### src/rtl/mem_stage_pkg.sv
// Shared types and default sizing for the pipeline memory-access stage.
package mem_stage_pkg;

    typedef enum logic [1:0] {
        MS_IDLE = 2'd0,
        MS_REQ  = 2'd1,
        MS_DONE = 2'd2
    } mem_state_t;

    localparam int WORD_LEN    = 16;
    localparam int TIMEOUT_DEF = 15;
    localparam int CNT_W_DEF   = 4;

endpackage

### src/rtl/mem_wait_counter.sv
// Counts cycles spent waiting on the data memory; tc flags the last permitted wait cycle.
module mem_wait_counter
    import mem_stage_pkg::*;
#(
    parameter int CNT_W   = CNT_W_DEF,
    parameter int TIMEOUT = TIMEOUT_DEF
) (
    input  logic clk,
    input  logic rst,
    input  logic clr,
    input  logic en,
    output logic tc
);

    localparam logic [CNT_W-1:0] TC_VAL = CNT_W'(TIMEOUT - 1);

    logic [CNT_W-1:0] cnt_q, cnt_d;

    always_comb begin
        cnt_d = cnt_q;
        if (clr)
            cnt_d = '0;
        else if (en)
            cnt_d = cnt_q + 1'b1;
    end

    always_ff @(posedge clk) begin
        if (!rst)
            cnt_q <= '0;
        else
            cnt_q <= cnt_d;
    end

    assign tc = (cnt_q == TC_VAL);

endmodule

### src/rtl/mem_access_stage.sv
// Memory stage: turns a one-cycle EX/MEM load/store into a req/ready access and stalls
// the pipeline until the data memory answers or the wait budget runs out.
//
//  state   | meaning
//  MS_IDLE | no access in flight; accepts a new load/store
//  MS_REQ  | mem_req held high, waiting for mem_ready
//  MS_DONE | one-cycle completion pulse, pipeline released
module mem_access_stage
    import mem_stage_pkg::*;
#(
    parameter int WORD_W  = WORD_LEN,
    parameter int ADDR_W  = 12,
    parameter int TIMEOUT = TIMEOUT_DEF,
    parameter int CNT_W   = CNT_W_DEF
) (
    input  logic              clk,
    input  logic              rst,
    input  logic              ex_valid,
    input  logic              ex_mem_read,
    input  logic              ex_mem_write,
    input  logic [WORD_W-1:0] ex_alu_out,
    input  logic [WORD_W-1:0] ex_wdata,
    output logic              mem_req,
    output logic              mem_we,
    output logic [ADDR_W-1:0] mem_addr,
    output logic [WORD_W-1:0] mem_wdata,
    input  logic              mem_ready,
    input  logic [WORD_W-1:0] mem_rdata,
    output logic [WORD_W-1:0] mem_out,
    output logic              mem_done,
    output logic              mem_stall,
    output logic              mem_err
);

    mem_state_t        state_q, state_d;
    logic              we_q;
    logic [ADDR_W-1:0] addr_q;
    logic [WORD_W-1:0] wdata_q;
    logic [WORD_W-1:0] out_q;
    logic              err_q;
    logic              accept;
    logic              wait_tc;
    logic              unused_addr_hi;

    // Address bits above the memory width are dropped silently.
    assign unused_addr_hi = ^ex_alu_out[WORD_W-1:ADDR_W];

    assign accept = (state_q == MS_IDLE) && ex_valid && (ex_mem_read || ex_mem_write);

    mem_wait_counter #(
        .CNT_W   (CNT_W),
        .TIMEOUT (TIMEOUT)
    ) u_wait_cnt (
        .clk (clk),
        .rst (rst),
        .clr (state_q != MS_REQ),
        .en  ((state_q == MS_REQ) && !mem_ready),
        .tc  (wait_tc)
    );

    always_ff @(posedge clk) begin
        if (!rst)
            state_q <= MS_IDLE;
        else
            state_q <= state_d;
    end

    always_comb begin
        state_d = state_q;
        case (state_q)
            MS_IDLE: if (accept) state_d = MS_REQ;
            MS_REQ:  if (mem_ready || wait_tc) state_d = MS_DONE;
            MS_DONE: state_d = MS_IDLE;
            default: state_d = MS_IDLE;
        endcase
    end

    always_comb begin
        mem_req   = (state_q == MS_REQ);
        mem_done  = (state_q == MS_DONE);
        mem_stall = (state_q == MS_REQ) || accept;
    end

    always_ff @(posedge clk) begin
        if (!rst) begin
            we_q    <= 1'b0;
            addr_q  <= '0;
            wdata_q <= '0;
            out_q   <= '0;
            err_q   <= 1'b0;
        end else begin
            case (state_q)
                MS_IDLE: begin
                    if (accept) begin
                        we_q    <= ex_mem_write;
                        addr_q  <= ex_alu_out[ADDR_W-1:0];
                        wdata_q <= ex_wdata;
                        if (ex_mem_read && ex_mem_write)
                            err_q <= 1'b1;
                    end
                end
                MS_REQ: begin
                    if (mem_ready) begin
                        if (!we_q)
                            out_q <= mem_rdata;
                    end else if (wait_tc) begin
                        err_q <= 1'b1;
                        out_q <= '0;
                    end
                end
                default: ;
            endcase
        end
    end

    assign mem_we    = we_q;
    assign mem_addr  = addr_q;
    assign mem_wdata = wdata_q;
    assign mem_out   = out_q;
    assign mem_err   = err_q;

endmodule
### config.mk
export PLATFORM = sky130hd
export DESIGN_NAME = mem_access_stage
export DESIGN_NICKNAME = d
export VERILOG_FILES = /design/src/rtl/mem_stage_pkg.sv /design/src/rtl/mem_wait_counter.sv /design/src/rtl/mem_access_stage.sv
export SDC_FILE = /design/constraint.sdc
export NUM_CORES = 1
export LEC_CHECK = 0
export ABC_CLOCK_PERIOD_IN_PS = 1800
export BUFFER_PORTS_ARGS = -buffer_cell sky130_fd_sc_hd__buf_2
export CAP_MARGIN = 5
export CORE_ASPECT_RATIO = 0.8
export CORE_MARGIN = 1.5
export CORE_UTILIZATION = 45
export CTS_CLUSTER_SIZE = 10
export DETAILED_ROUTE_END_ITERATION = 7
export PLACE_DENSITY = 0.9
export SLEW_MARGIN = 20
export SYNTH_ARGS = -nofsm -noshare
export SYNTH_HDL_FRONTEND = slang
export SYNTH_SLANG_ARGS = --single-unit
### constraint.sdc
create_clock -name clk -period 1.8 [get_ports clk]
set_input_delay 0.54 -clock clk [delete_from_list [all_inputs] [get_ports clk]]
set_output_delay 0.54 -clock clk [all_outputs]
set_load 0.005 [all_outputs]
# Word level (Yosys, flattened, before mapping)
# Index checks and enable logic that the tools add are counted.
# classes
n_mux,11
n_reduce_logical,16
eq_ne,10
bitwise_logic,1
add_sub_neg,1
# ops
op,count
$mux 16,3
$ne 2x1->1 const B,4
$ne 2x2->1 const B,3
$reduce_and 5->1,1
$add 4x1->4 const B,1
$eq 4x4->1 const B,1
$logic_and 1x1->1,4
$mux 1,4
$mux 2,2
$pmux 2 s2,1
$reduce_and 2->1,2
$reduce_bool 2->1,2
$logic_or 1x1->1,3
$reduce_and 3->1,1
$eq 2x1->1 const B,1
$eq 2x2->1 const B,1
$logic_not 2->1,1
$pmux 1 s2,1
$reduce_or 2->1,1
$logic_not 1->1,1
$not 1->1,1
# totals
register_bits,52
word_cells,46
inputBits,54

# Logic depth before layout (Yosys ltp)
# Gate-level depths: netlist of run 1.
# logic_depth
depth_word,5
ltp_mapped,6

# Hierarchy
# Synthesis of run 1 repeated with hierarchy kept, for this count alone.
# unflattened
hier_cells,205
area_unflattened_um2,2068.2
# modules_own_cells
module,area_per_inst_um2,cells_per_inst,n_inst
mem_access_stage,1868.0,185,1
mem_wait_counter,200.2,20,1

# Worst setup path after synthesis of run 1
# Ideal clock, no wire load.
# synth_timing
path_type,input to output
startpoint,input ex_mem_write
endpoint,output mem_stall
path_buffers,0
arrival_ns,1.168
path_slack_ns,0.092
stages,3
cell_sequence,o21ai_0 nor3_1 or2_2
# synth_via
elab_chain_cells,3
# synth_lines
item,line_no,text
start: declaration,mem_access_stage.sv:20,"input logic ex_mem_write,"
$logic_or 1x1->1,mem_access_stage.sv:48,assign accept = (state_q == MS_IDLE) && ex_valid && (ex_mem_read || ex_mem_write);
$logic_and 1x1->1,mem_access_stage.sv:48,
$logic_or 1x1->1,mem_access_stage.sv:81,mem_stall = (state_q == MS_REQ) || accept;
end: declaration,mem_access_stage.sv:31,"output logic mem_stall,"
# Every way passes these cells.

# Worst setup path in the final report of run 1
# Same ends and word-level chain as after synthesis.

==> results.md, run 1 <==
- Post-Syn Area: 0.002012 mm2
- Syn nets: 263
- DRT iter0 DRCs: 70
- Post-route cell area: 0.002706 mm2
- I/O pin cnt: around 100
- Antenna Nets Post-Route: 0
- CTS Buf Count: 5
- Final slew viol count: 0
- DP HPWL: 3.164 mm
- CP required: about 1300 ps
- Hold path startpoint: mem_rdata[0]
- Reg clk slew, reported paths: 90 ps
- Clock Sink Count: 52
- Switching Share: a little under a quarter
- Area of the core: about 0.0042 mm2
- DRT Wirelength: 4.371 mm
- Setup Skew: 6.790 ps
- Clk Latency, worst-skew pair: 300 ps
- Critical R2R Capture: mem_out[12]$_SDFFE_PN0P_
- Netlist cell types: 33
- Share of power burned in registers: 53.4%
- Critical path type: primary input to output pin
- Hold EP: mem_out[0]$_SDFFE_PN0P_
- Via density: 4.920
- Worst-path fanout max: 2
- Power per cell area: 861.0 mW/mm2
- F_max: 0.5639 GHz
- Synthesized flop and latch total: 52
- Setup slack, reg-to-reg: about 230 ps
- Max_cap viols: 0
- Fin Setup TNS: 0 ps
- Die area: approximately 0.0049 mm2
- Cell Int Power: ~1.8 mW
- Tot GR Track Use: 18.50%
- Finished Layout Cells: about 360
- Hold Path Class: primary input to register
- Largest net degree at the start of global routing: 60
- Final worst path period share: 98.53%
- Area Growth Syn to Fin: 34.52%
- DR DRC count: 0
- Ant diodes: 0
- Net Switching: roughly 550 uW
- Cells after Synth: 207
- Pwr Total: 2.330 mW
- Vias: 1791
- Final nets: 362
- Clock Tree Buf Depth: 2
- Die width: 77.76 um
- CTS H-tree depth: 2
- Worst Path Arrival: approximately 1200 ps
- Cell Area, Placed: 0.002575 mm2
- Core Util, Final: ~64%
- Commonest register cell after synthesis: dfxtp_1
- Initial Util: 47.56%
- CTS tree: yes
- Clock share of power: 33.2%
- Worst R2R Path Depth: 5
- Syn avg cell area: 9.719 um2
- Hold path cells: 2
- Crit end category: output pin
- Final setup violating endpoints: 0
- Leak: 1.338 nW
- YS warnings: 0
- DR pass1 iterations: 4
- RSZ-0062 raised after global routing: false
- CTS root buf: clkbuf_8
- GRT overflow: 0
- Crit start category: primary input
- # rows: 21
- Initial antenna violation count: 0
- Dpl cells: approximately 360
- Period minus WS final: 1773 ps
- Seq/Total Area, Yosys: 51.74%
- Asr flop ratio synth: 0%
- Logic pwr share: 13.4%
- Vias in the first global route: 1745
- Status: complete, no violations
- Filler Cells Inserted: 361
- Worst-case vdd ir drop: 0.5193 mV
- Port bufs: 98
- Number of enable flip-flop cells after synthesis: 0
- Routed length per instance: around 12 um
- Worst r2r src: u_wait_cnt.cnt_q[0]$_SDFFE_PP0P_
- First-pass GRT wire length: around 7.3 mm
- Fraction of layout instances using a drive strength above 1: 40.07%
- Worst slew pin tran: 492.2 ps
- Routability cong.: about 0.8
- Slew HR: 67.19%
- Die Y: between 60 and 70 um
- Final Hold Viols: 0
- Post-CTS Hold Buffers: 0
through the flow:
| stage | setup slack, ps | hold slack (ps) |
|---|---|---|
| 2_1_floorplan | 91.52 | 451.1 |
| 3_3_place_gp | -102.5 | 438.4 |
| 3_5_place_dp | -122.2 | 445.6 |
| 4_1_cts | 29.99 | 435.0 |
| 5_1_grt | 0.06761 | 432.2 |
| 6_report | 26.51 | 447.5 |
registers in the layout (all words and copies together) (netlist names):
signal and count:
state_q 2, mem_we 1, u_wait_cnt.cnt_q 4, mem_addr 12
mem_wdata 16, mem_out 16, mem_err 1
logic make-up after synthesis:
group / Yosys count / synth area share (%)
xor gates and xnor gates: 2 / 0.8708
muxes: 28 / 13.93
buffers and inverters: 17 / 3.980
adders and majority gates: 2 / 1.244
and+or+nand+nor: 81 / 17.91
AOI/OAI and AO/OA: 25 / 10.32
DFF: 52 / 51.74
power groups by stage:
stage | registers (mW) | logic, mW | clock network, mW
after floorplan | 1.27 | 0.160 | 0
after global placement | 1.27 | 0.298 | 0
after detailed placement | 1.27 | 0.308 | 0
after CTS | 1.25 | 0.314 | 0.802
after global routing | 1.25 | 0.343 | 0.852
final | 1.25 | 0.312 | 0.773
worst max path at each step:
stage / start / endpoint / slack [ps] / cells past startpoint
global placement: ex_mem_write / mem_stall / -100 / 5
detailed placement: ex_mem_write / mem_stall / -120 / 5
finish: ex_mem_write / mem_stall / 30 / 5
floorplan: ex_mem_write / mem_stall / 90 / 3
global route: state_q[0]$_SDFFE_PN0P_ / mem_stall / 0.07 / 4
CTS: u_wait_cnt.cnt_q[0]$_SDFFE_PP0P_ / mem_out[15]$_SDFFE_PN0P_ / 30 / 5
routing by layer:
| metal | vias up | part of all wire (%) | track usage [%] |
|---|---|---|---|
| met4 | 0 | 0.96 | 7.045 |
| met1 | 827 | 43 | 20.83 |
| met5 | - | 0 | 0 |
| met2 | 65 | 50 | 33.26 |
| met3 | 4 | 6.1 | 4.672 |
| li1 | 895 | - | - |
worst max-delay path, stage by stage:
cell and delay [ps]:
buf_2 110, o21ai_2 170, nor3_2 70, or2_4 220, buf_2 120
area by class of cell:
class / instances / area (um2) / area share, %
clock inverter: 3 / 42.54 / 1.572
inverter: 3 / 11.26 / 0.4161
tap: 57 / 71.32 / 2.635
timing repair buffer: 106 / 563.0 / 20.80
clock buffer: 5 / 68.82 / 2.543
sequential: 52 / 1046 / 38.65
multi-input combinational: 138 / 903.4 / 33.38
cell usage after synthesis, types with 2 or more instances:
cell type | instances | area [um2]
nand2_1 | 59 | 221.5
dfxtp_1 | 52 | 1041
mux2i_1 | 28 | 280.3
a22o_1 | 16 | 140.1
buf_2 | 7 | 35.03
clkbuf_1 | 6 | 22.52
nor2_1 | 6 | 22.52
inv_1 | 3 | 11.26
a31oi_1 | 2 | 12.51
ha_1 | 2 | 25.02
nand3_1 | 2 | 10.01
nor3_1 | 2 | 10.01
o21ai_0 | 2 | 10.01
cells in the final DEF (no fill, tap or decap), types with 2 or more instances in the layout:
cell type	instances
buf_2	98
nand2_1	59
dfxtp_1	50
mux2i_1	28
a22o_1	16
buf_4	7
nor2_1	6
clkbuf_8	5
inv_1	3
nor3_2	2
a31oi_1	2
nand3_1	2
ha_1	2
repair_timing:
item,in CTS,in global routing
resized for setup,4,3
setup buffers,1,0
pin swaps,2,1
setup endpoints to repair,1,17
No activity file was read; power rests on OpenSTA's default activity.
==> run 2: changes to the inputs <==
Settings changed: ABC_CLOCK_PERIOD_IN_PS 1800 to 1500, CAP_MARGIN 5 to unset, CORE_UTILIZATION 45 to 40, PLACE_DENSITY 0.9 to 0.86.
Clock period 1.8 ns to 1.5 ns, I/O delays scaled along.
==> run 2 against run 1 <==
  * The run now ends with negative setup slack left
  * Non-clock buffer count up 9
  * Clock-buffer cell count up 3
  * Flip-flop and latch count unchanged
  * Critical path depth fell by 1
  * Hold slack lost 90 ps
  * Critical endpoint unchanged
==> results.md, run 2 (synthesis gave the netlist of run 1 again) <==
- CTS H-tree depth: 2 (unchanged)
- Setup WS post-layout: -91.34 ps (-117.9 ps)
- Clock Tree Buf Depth: 2 (unchanged)
- Period minus WS final: about 1600 ps
- Routability cong.: 0.8735 (+9.7%)
- Die width: 82.29 um (+5.8%)
- Grt met2 use: 34.55% (+1.3 points)
- Failing checks: negative setup slack
- Leak: 1.393 nW (+4.1%)
- Setup WS pre-CTS: -176.0 ps (-53.80 ps)
- Most used routing layer: met2
- DP HPWL: 3.415 mm (+7.9%)
- Final Hold Viols: 0 (unchanged)
- Worst slew pin tran: 487.7 ps (-4.500 ps)
- CTS Buf Count: 5 (unchanged)
- Routed length per instance: 12.96 um (+7.9%)
- Antenna Nets Post-Route: 0 (unchanged)
- CP required: 1050 ps (-210 ps)
- Slowest Stage Delay on Critical Path: 350 ps (+130 ps)
- Post-route cell area: 0.002825 mm2 (+4.4%)
- First-pass GRT wire length: 7.817 mm (+6.5%)
- Final slew viol count: 0 (unchanged)
- Final setup violating endpoints: 2 (+2)
- Final worst path period share: 106.1%
- DRT iter0 DRCs: 95 (+36%)
- Cell Area, Placed: 0.002621 mm2 (+1.8%)
- Net Switching: 667.6 uW (+22%)
- Final nets: 372 (+2.8%)
- Slew HR: 67.49% (+0.30 points)
- Logic pwr share: 15.4% (+2.0 points)
- # rows: 22 (+4.8%)
- Clk Latency, worst-skew pair: 290 ps (about the same)
- Vias: 1807 (+0.89%)
- Clock Sink Count: 52 (unchanged)
- DR pass1 iterations: 6 (+2)
- Crit start category: register
- Switching Share: 24.53% (+1.1 points)
- Via density: 4.793 (-2.6%)
- Reg clk slew, reported paths: 90 ps (about the same)
- Largest net degree at the start of global routing: 39 (-35%)
- Critical path type: register to output pin
- CTS tree: yes
- Setup Skew: 5.449 ps (-1.341 ps)
- Port bufs: 98 (unchanged)
- Initial Util: 42.74% (-4.8 points)
- RSZ-0062 raised after global routing: true
- Pwr Total: 2.721 mW (+17%)
- Power per cell area: 963.3 mW/mm2 (+12%)
- GRT overflow: 0 (unchanged)
- Commonest cells after routing, fill and taps aside: 94 x buf_2, 59 x nand2_1, 50 x dfxtp_1
- Worst-path fanout max: 3 (+1)
- CP most frequent cell: buf_6
- Worst-case vdd ir drop: 0.5621 mV (+8.3%)
- Crit end category: output pin
- Initial antenna violation count: 0 (unchanged)
- Clock share of power: 29.7% (-3.5 points)
- Worst Path Arrival: 1140 ps (-90 ps)
- Crit-path slowest cell: dfxtp_2
- Tot GR Track Use: 18.58% (+0.081 points)
- Die Y: 66.44 um (+5.8%)
- Max_cap viols: 0 (unchanged)
- F_max: 0.6284 GHz
- CP Cell Sequence: buf_6 -> nor3_4 -> or2_4 -> buf_6
- DR DRC count: 0 (unchanged)
- Share of power burned in registers: 54.9% (+1.5 points)
- Cell Int Power: 2.054 mW (+15%)
- Vias in the first global route: 1787 (+2.4%)
- Post-CTS Hold Buffers: 0 (unchanged)
- Hold Path Class: primary input to register
- Most common cell after layout, fill and taps aside: buf_2
- Area Growth Syn to Fin: 40.42%
- Status: finished, violations left
- Fraction of layout instances using a drive strength above 1: 42.27% (+2.2 points)
- CTS root buf: clkbuf_8
- DRT Wirelength: 4.885 mm (+12%)
- I/O pin cnt: 103 (unchanged)
- Die area: 0.005467 mm2 (+12%)
- Met3 Track Usage GR: 4.276% (-0.40 points)
- Ant diodes: 0 (unchanged)
- Met1 Track Usage GR: 20.93% (+0.099 points)
- Area of the core: 0.004707 mm2 (+11%)
run 2: cell count changes in the layout (fill, tap and decap cells not counted), moves of 2 or more:
cell      delta
buf_4        +8
buf_6        +6
buf_2        -4
clkbuf_1     +2
o31a_4       +2
run 2: repair_timing:
item,CTS,global route
cloned,1,0
pin swaps,4,2
resized for setup,17,3
endpoints found under the setup margin,19,13
setup buffers,4,0
run 2: through the flow:
step	setup TNS, ps	std cells	hold WS, ps	utilization, %
after global routing	-287.6	377	346.7	60.02
after CTS	-160.4	378	350.9	59.78
after global placement	-2363	365	438.7	55.69
after detailed placement	-4088	365	444.2	55.69
final	-119.4	377	357.4	60.02
after floorplan	0	207	451.1	-
run 2: layout make-up:
type | instances | area, um2
well taps | 60 | 75.07
clock buffers | 8 | 90.09
flip-flops and latches | 52 | 1046
inverters | 3 | 11.26
multi-input cells | 139 | 952.2
fillers | 410 | 1882
repair buffers | 115 | 650.6
run 2: power by group through the flow:
stage | logic (mW) | clock network [mW] | registers, mW
detailed placement | 0.383 | 0 | 1.52
finish | 0.419 | 0.808 | 1.49
CTS | 0.420 | 0.821 | 1.49
global placement | 0.371 | 0 | 1.52
global route | 0.464 | 0.898 | 1.50
floorplan | 0.199 | 0 | 1.53
run 2: path summary, 6_finish.rpt:
check,endpoint,startpoint,depth (start not counted),slack (ps)
min reg2reg,mem_wdata[8]$_SDFFE_PN0P_,mem_wdata[8]$_SDFFE_PN0P_,2,460
max reg2reg,u_wait_cnt.cnt_q[3]$_SDFFE_PP0P_,state_q[1]$_SDFFE_PN0P_,4,20
min,mem_out[6]$_SDFFE_PN0P_,mem_rdata[6],2,360
max,mem_stall,state_q[1]$_SDFFE_PN0P_,4,-90
run 2: worst max-delay path, delay by kind of cell (launching register included):
| kind | cells | cell delay, ps |
|---|---|---|
| DFF | 1 | 350 |
| buffers and inverters | 2 | 220 |
| and+or+nand+nor | 2 | 270 |
run 2: layer usage:
layer  wire length, um  vias up  share of wire, %
met3               225        4               4.6
met5                 0        -                 0
met4                20        0              0.41
met1              2098      837                43
li1                  -      920                 -
met2              2541       46                52
==> run 3: changes to the inputs <==
Settings changed: ABC_CLOCK_PERIOD_IN_PS 1500 to 1550, CORE_UTILIZATION 40 to 45, PLACE_DENSITY 0.86 to 0.9.
Clock period 1.5 ns to 1.55 ns, I/O delays scaled along.
==> run 3 against run 2 <==
  * The flow still finishes with violations (negative setup slack)
  * First-iteration DRC count grew 87%
  * Sequential power shrank 3%
  * Clock skew grew 1.9 ps
  * Hold slack gained 18 ps
  * Clock power grew 15%
  * Design area grew 1.7%
  * Utilization grew 7.9 points
  * Total power grew 2.8%
  * Clock-buffer cell count shrank 2
  * Combinational power is essentially flat
  * Final cell count shrank 0.80%
  * Critical endpoint unchanged
  * Largest power group unchanged
==> results.md, run 3 (synthesis gave the netlist of run 1 again) <==
- Critical Path End: mem_stall
- Area of the core: 0.004230 mm2 (-10%)
- DRT Wirelength: 5.065 mm (+3.7%)
- Largest net degree at the start of global routing: 60 (+54%)
- DR pass1 iterations: 4 (-2)
- Core Util, Final: 67.91% (+7.9 points)
- Worst Path Arrival: 1180 ps (+40 ps)
- Levels on crit path: 5 (+1)
- Clock Sink Count: 52 (unchanged)
- Vias in the first global route: 1868 (+4.5%)
- Routability cong.: 0.8691 (-0.50%)
- First-pass GRT wire length: 7.866 mm (+0.63%)
- CP Cell Sequence: buf_8 -> o21ai_4 -> nor3_4 -> or2_4 -> buf_6
- CTS H-tree depth: 2 (unchanged)
- Status: finished, violations left
- Die Y: 62.81 um (-5.5%)
- Initial antenna violation count: 0 (unchanged)
- Final slew viol count: 0 (unchanged)
- Clk Latency, worst-skew pair: 300 ps (about the same)
- Via density: 4.995 (+4.2%)
- Die area: 0.004883 mm2 (-11%)
- Area Growth Syn to Fin: 42.79%
- Antenna Nets Post-Route: 0 (unchanged)
- Vias: 1868 (+3.4%)
- DR DRC count: 0 (unchanged)
- Critical R2R Capture: u_wait_cnt.cnt_q[3]$_SDFFE_PP0P_
- Most common cell after layout, fill and taps aside: buf_2
- Die width: 77.76 um (-5.5%)
- CP startpoint: ex_mem_write
- DP HPWL: 3.485 mm (+2.0%)
- Final worst path period share: 105.9%
- Setup slack, reg-to-reg: -30 ps (-50 ps)
- Worst r2r src: state_q[1]$_SDFFE_PN0P_
- Initial Util: 47.56% (+4.8 points)
- Critical path type: primary input to output pin
- Clock Tree Buf Depth: 2 (unchanged)
- CTS tree: yes
- Leak: 1.408 nW (+1.1%)
- Slowest Stage Delay on Critical Path: 250 ps (-100 ps)
- F_max: 0.6094 GHz
- Tot GR Track Use: 20.14% (+1.6 points)
- RSZ-0062 raised after global routing: true
- Port bufs: 98 (unchanged)
- CTS Buf Count: 5 (unchanged)
- Final nets: 372 (unchanged)
- Buf+Inv Stages, Crit Path: 2 (unchanged)
- Final setup violating endpoints: 3 (+1)
- Setup WS pre-CTS: -207.9 ps (-31.93 ps)
- Crit start category: primary input
- I/O pin cnt: 103 (unchanged)
- Fraction of layout instances using a drive strength above 1: 44.16% (+1.9 points)
- Final Hold Viols: 0 (unchanged)
- GRT overflow: 0 (unchanged)
- Max_cap viols: 0 (unchanged)
- Hold Path Class: primary input to register
- Routed length per instance: 13.54 um (+4.5%)
- Reg clk slew, reported paths: 90 ps (about the same)
- Power per cell area: 974.2 mW/mm2 (+1.1%)
- Setup WS post-layout: -91.01 ps (+0.3284 ps)
- Commonest cells after routing, fill and taps aside: 94 x buf_2, 58 x nand2_1, 49 x dfxtp_1
- # rows: 21 (-4.5%)
- Failing checks: negative setup slack
- Period minus WS final: 1641 ps
- Crit end category: output pin
- Filler Cells Inserted: 328 (-20%)
- Worst R2R Path Depth: 5 (+1)
- Worst slew pin tran: 593.7 ps (+106.0 ps)
- Slew HR: 60.29% (-7.2 points)
- CTS root buf: clkbuf_8
- Ant diodes: 0 (unchanged)
- Setup Skew: 7.330 ps (+1.881 ps)
- CP top delay family: simple AND/OR/NAND/NOR gates
- DRT iter0 DRCs: 178 (+87%)
- Crit-path slowest cell: or2_4
- Worst-path fanout max: 2 (-1)
- CP required: 1080 ps (+30 ps)
- Worst-case vdd ir drop: 0.6413 mV (+14%)
==> run 3: what timing repair did <==
action | CTS | global route
endpoints found under the setup margin | 19 | 21
endpoints found under the hold margin | 0 | 0
pin swaps | 3 | 5
gates cloned | 0 | 0
buffers inserted | 3 | 3
hold buffers | 0 | 0
resized for setup | 8 | 17
==> run 3: final cells by class <==
| type | count | area (um2) | share of cell area, % |
|---|---|---|---|
| Clock buffer | 6 | 72.57 | 2.526 |
| Tap cell | 57 | 71.32 | 2.483 |
| Sequential cell | 52 | 1047 | 36.45 |
| Timing Repair Buffer | 116 | 683.2 | 23.78 |
| Inverter | 3 | 11.26 | 0.3920 |
| Clock inverter | 2 | 38.79 | 1.350 |
| Multi-Input combinational cell | 138 | 948.4 | 33.01 |
==> run 3: where the power goes <==
part	total, mW	internal (mW)	switching, mW
registers	1.45	1.41	0.0429
clock network	0.931	0.488	0.443
logic	0.418	0.225	0.193
total	2.80	2.12	0.679
==> run 3: worst reg2reg max path, cell delays in order, from the launching register on <==
cell and delay, ps:
dfxtp_2 340, buf_6 120, buf_4 150, or3b_4 370, or4_4 480, nand2_2 70
==> run 3: worst min path at each step <==
stage / start / endpoint / cells after the start
2_1_floorplan: mem_addr[0]$_SDFFE_PN0P_ / mem_addr[0]$_SDFFE_PN0P_ / 2
6_report: mem_rdata[8] / mem_out[8]$_SDFFE_PN0P_ / 2
4_1_cts: mem_rdata[11] / mem_out[11]$_SDFFE_PN0P_ / 2
3_3_place_gp: mem_addr[6]$_SDFFE_PN0P_ / mem_addr[6]$_SDFFE_PN0P_ / 2
5_1_grt: mem_rdata[9] / mem_out[9]$_SDFFE_PN0P_ / 2
3_5_place_dp: mem_wdata[7]$_SDFFE_PN0P_ / mem_wdata[7]$_SDFFE_PN0P_ / 2
==> run 3: through the flow <==
step / power [mW] / cell area (um2) / TNS, ps / hold slack [ps] / std cells
floorplan: 1.669 / 2024 / -87.67 / 451.1 / 207
global placement: 1.830 / 2613 / -2164 / 438.7 / 360
detailed placement: 1.846 / 2613 / -3710 / 443.9 / 360
CTS: 2.774 / 2766 / -135.4 / 368.7 / 371
global route: 2.923 / 2873 / -698.0 / 356.6 / 374
finish: 2.799 / 2873 / -174.1 / 375.0 / 374
==> run 3: routing by layer <==
layer / vias to the layer above / share of wire (%) / wire [um] / global-route usage [%]
met3: 8 / 5.3 / 268 / 6.277
met1: 883 / 42 / 2133 / 21.22
met5: - / 0 / 0 / 0
met2: 59 / 51 / 2589 / 37.07
met4: 0 / 1.5 / 74 / 7.727
li1: 918 / - / - / -
